**src/rtl/xu_cr0_rec_buf.sv**
```systemverilog
// Record-form CR0 builder with a 2-entry ordered buffer toward CR writeback.
// Also keeps a saturating count of delivered EQ results.
module xu_cr0_rec_buf #(
   parameter int CNT_WIDTH = 16
) (
   input  logic                 clk,
   input  logic                 rst_b,
   input  logic                 in_val,
   output logic                 in_ready,
   input  logic                 in_or_hi,
   input  logic                 in_or_lo,
   input  logic                 in_msb0,
   input  logic                 in_msb32,
   input  logic                 in_is64,
   input  logic                 in_so,
   input  logic                 flush,
   output logic                 out_val,
   input  logic                 out_ready,
   output logic [3:0]           out_cr,
   input  logic                 cnt_clr,
   output logic [CNT_WIDTH-1:0] eq_cnt
);

   logic [3:0] mem [2];
   logic       head_ptr;
   logic       tail_ptr;
   logic [1:0] count;
   logic [1:0] next_count;
   logic       zero;
   logic       neg;
   logic [3:0] new_cr;
   logic       push;
   logic       pop;

   // cr bit order: [3]=LT [2]=GT [1]=EQ [0]=SO
   always_comb begin
      zero   = in_is64 ? ~(in_or_hi | in_or_lo) : ~in_or_lo;
      neg    = in_is64 ? in_msb0 : in_msb32;
      new_cr = {neg & ~zero, ~neg & ~zero, zero, in_so};
   end

   assign push   = in_val & in_ready & ~flush;
   assign pop    = out_val & out_ready;
   assign out_cr = mem[head_ptr];

   always_comb begin
      next_count = count;
      if (flush)
         next_count = 2'd0;
      else if (push && !pop)
         next_count = count + 2'd1;
      else if (pop && !push)
         next_count = count - 2'd1;
   end

   always_ff @(posedge clk) begin
      if (!rst_b) begin
         mem[0]   <= 4'b0000;
         mem[1]   <= 4'b0000;
         head_ptr <= 1'b0;
         tail_ptr <= 1'b0;
         count    <= 2'd0;
         out_val  <= 1'b0;
         in_ready <= 1'b1;
         eq_cnt   <= '0;
      end else begin
         if (flush) begin
            head_ptr <= 1'b0;
            tail_ptr <= 1'b0;
         end else begin
            if (push) begin
               mem[tail_ptr] <= new_cr;
               tail_ptr      <= ~tail_ptr;
            end
            if (pop)
               head_ptr <= ~head_ptr;
         end
         count    <= next_count;
         out_val  <= (next_count != 2'd0);
         in_ready <= (next_count != 2'd2);
         // a pop completing alongside flush was seen by writeback, so it still counts
         if (cnt_clr)
            eq_cnt <= '0;
         else if (pop && mem[head_ptr][1] && (eq_cnt != {CNT_WIDTH{1'b1}}))
            eq_cnt <= eq_cnt + 1'b1;
      end
   end

endmodule

```
**config.mk**
```make
export PLATFORM = sky130hd
export DESIGN_NAME = xu_cr0_rec_buf
export DESIGN_NICKNAME = d
export VERILOG_FILES = /design/src/rtl/xu_cr0_rec_buf.sv
export SDC_FILE = /design/constraint.sdc
export NUM_CORES = 1
export LEC_CHECK = 0
export ABC_AREA = 1
export CORE_UTILIZATION = 45
export DETAILED_ROUTE_END_ITERATION = 7
export PLACE_DENSITY_LB_ADDON = 0.15
export REMOVE_ABC_BUFFERS = 1
export SYNTH_ARGS = -nofsm -noshare
export SYNTH_HDL_FRONTEND = slang
export SYNTH_SLANG_ARGS = --single-unit
```
**constraint.sdc**
```tcl
create_clock -name clk -period 1.5 [get_ports clk]
set_input_delay 0.3 -clock clk [delete_from_list [all_inputs] [get_ports clk]]
set_output_delay 0.3 -clock clk [all_outputs]
set_load 0.1 [all_outputs]
```
==> flow_summary.json <==
{
  "drt_first_pass_iters": 4,
  "cp_common_cell": "nor2_4",
  "p_per_area_nw_per_um2": 704,
  "intPower_uw": 1340,
  "hold_violations": 0,
  "worstSetupPathType": "reg -> reg",
  "synth_warnings": 0,
  "initial_core_util_pct": 48.1,
  "crit-reg2reg-launch": "eq_cnt[0]",
  "via_per_inst": 4.77,
  "routedWlPerCell_um": 10.6,
  "cts_tree": "built",
  "cp-startpoint": "eq_cnt[0]",
  "ant_nets": 0,
  "grt_max_degree": 20,
  "clk_pin_slew_ns": 0.10,
  "min-delay-start": "head_ptr",
  "hold_buffers": 0,
  "worst-endpoint-required_ns": 1.77,
  "total_power_uw": 1820,
  "postSynthAreaPerCell_um2": 7.09,
  "irDropWorstVdd_v": 0.000631,
  "dieArea_um2": 3900,
  "tns_ns": 0,
  "synth_cell_type_count": 24,
  "p_clk_share_pct": 34.8,
  "cts_root_buf": "clkbuf_4",
  "portBuffers": 33,
  "clk_path_buf_depth": 2,
  "ys_top_cells_by_area": "dfxtp_1, nand2_1, edfxtp_1",
  "max_stage_delay_ns": 0.34,
  "die_width_um": 62.4,
  "period_share_pct": 94.8,
  "pin_count": 34,
  "cp_cell_sequence": "ha_2 > inv_2 > nor2_4 > nand2_4 > nor2_4 > buf_4 > nor2_2 > nand2_1 > a21oi_1",
  "grt_pass1_vias": 1570,
  "n_fill_cell": 253,
  "cp.arrival_ns": 1.69,
  "synthCells": 232,
  "cts_buffers": 5,
  "gp_congestion": 0.829,
  "setup_viol": 0,
  "ys_seq_area_share_pct": 42.6,
  "grt_overflow": 0,
  "synth_edf_count": 8,
  "wl_mm": 3.69,
  "synth_top_area_share_pct": 28.0,
  "min_period_ns": 1.42,
  "antenna_found_initial": 0,
  "drive_above_1_share_pct": 27.4,
  "fin_cells": 349,
  "synth_top_area_cell": "dfxtp_1",
  "chipHeight_um": 62.4,
  "startpoint_type": "flop",
  "hpwlAfterDp_mm": 2.77,
  "syn-cell-area_um2": 1640,
  "clock_skew_ns": 0.00509,
  "via_count": 1663,
  "ys_ff_latch": 31,
  "seqPwrFrac_pct": 48.9,
  "cp-end-kind": "flop",
  "num_rows": 21,
  "core_area_um2": 3420,
  "hp-class": "reg -> reg",
  "fmaxAchievable_ghz": 0.703,
  "ys.flop_type": "dfxtp_1",
  "maxCapViolations": 0,
  "slew_violations": 0,
  "synthArstFlopShare_pct": 0,
  "synthTopCellsByCount": "nand2_1, nor2_1, inv_1",
  "drc": 0,
  "relSlewSlack_pct": 80.9,
  "area_growth_pct": 57.0,
  "status": "finished, final reports clean",
  "synth.most_common_cell": "nand2_1",
  "cts_max_level": 2,
  "multiInputGateArea_um2": 856,
  "swShare_pct": 26.4,
  "worstMarginPinSlew_ns": 0.286,
  "combPwrFrac_pct": 16.3,
  "net-switching-power_uw": 480,
  "power_leakage_uw": 0.00114,
  "place_inst": 335,
  "grt_usage_pct": 21.0,
  "n_antenna_cell": 0,
  "clock_latency_ns": 0.33,
  "drt_iter0_drc": 47,
  "nets": 315,
  "cpMaxStageDelayCell": "dfxtp_2",
  "seqCellArea_um2": 707,
  "cts_sinks": 31,
  "grt_pass1_wl_mm": 6.46,
  "worstPathMaxFanout": 4
}
## registers in the layout (all words and copies together), names as in the netlist, named ones only
register  cells
eq_cnt       16
mem           8
count         2
head_ptr      1
in_ready      1
out_val       1
tail_ptr      1
## final cells by class
cell class,instances,share of cell area [%]
Multi-Input combinational cell,172,33.2
Timing Repair Buffer,62,29.8
Sequential cell,31,27.4
Inverter,30,4.51
Tap cell,46,2.23
Clock inverter,3,1.50
Clock buffer,5,1.45
## metrics by stage
stage                     cell area [um^2]  hold WS, ns  utilization, %  setup WS, ns
after floorplan                       1620        0.411               -        -0.662
after global placement                2420        0.456            71.0       -0.0769
after detailed placement              2420        0.472            71.0        -0.149
after CTS                             2500        0.487            73.3       0.00390
after global routing                  2580        0.505            75.6       -0.0119
final                                 2580        0.478            75.6        0.0784
## per-layer routing
layer / wire length, um / track usage (%) / up-vias
li1: - / - / 875
met1: 1710 / 25.2 / 749
met2: 1780 / 35.6 / 32
met3: 138 / 4.93 / 7
met4: 60 / 9.01 / 0
met5: 0 / 0 / -
## power by group through the flow
stage,Sequential (uW),Clock [uW],Combinational (uW)
CTS,889,647,290
floorplan,937,0,131
global placement,907,0,284
finish,888,633,296
global route,890,683,317
detailed placement,908,0,289
## critical path: cells and delay by family (launching register included)
kind            cells  cell delay, ns
compound gates      1            0.13
fa+ha+maj           1            0.19
buf+inv             2            0.23
flops               1            0.34
simple gates        5            0.48
## path summary, 6_finish.rpt
kind                             endpoint  slack, ns  cells past startpoint
worst max-delay path            eq_cnt[6]       0.08                      9
worst min-delay path                 flop       0.48                      2
worst max register to register  eq_cnt[6]       0.08                      9
worst min register to register       flop       0.48                      2
## kinds of logic after synthesis
| kind of cell | Yosys count | synth area share [%] |
|---|---|---|
| AO/OA/AOI/OAI | 21 | 6.55 |
| XOR/XNOR | 7 | 3.73 |
| adder cells (fa/ha/maj) | 1 | 0.761 |
| buffers and inverters | 32 | 8.29 |
| flip-flops | 31 | 42.6 |
| AND/OR/NAND/NOR | 140 | 38.1 |
## cells in the final DEF (no fill, tap or decap)
| master | synthesis | layout |
|---|---|---|
| xnor2_1 | 3 | 3 |
| nor2_2 | 3 | 4 |
| xor2_1 | 4 | 4 |
| nand3_1 | 15 | 15 |
| nand3b_1 | 1 | 1 |
| inv_4 | 0 | 1 |
| dfxtp_2 | 0 | 2 |
| nand2_1 | 78 | 77 |
| clkinv_1 | 1 | 2 |
| dfxtp_4 | 0 | 1 |
| bufinv_16 | 0 | 1 |
| nor3_1 | 1 | 1 |
| clkinv_2 | 1 | 2 |
| a21oi_1 | 14 | 14 |
| nor2_4 | 3 | 5 |
| nand4_1 | 3 | 3 |
| edfxtp_1 | 8 | 8 |
| nand2_2 | 6 | 4 |
| nor2_1 | 28 | 28 |
| clkdlybuf4s50_1 | 0 | 11 |
| inv_1 | 27 | 26 |
| o21ai_0 | 6 | 6 |
| nand2_4 | 1 | 4 |
| ha_2 | 0 | 1 |
| a21o_1 | 1 | 1 |
| buf_4 | 0 | 29 |
| buf_12 | 0 | 22 |
| clkbuf_4 | 0 | 5 |
| nor2_8 | 1 | 1 |
| dfxtp_1 | 23 | 20 |
| inv_2 | 1 | 1 |
## timing repair
action,CTS,global route
cloned,0,3
pin swaps,0,6
setup endpoints to repair,2,17
resized for setup,1,10
buffers inserted,0,3
(Power assumes the default switching activity.)
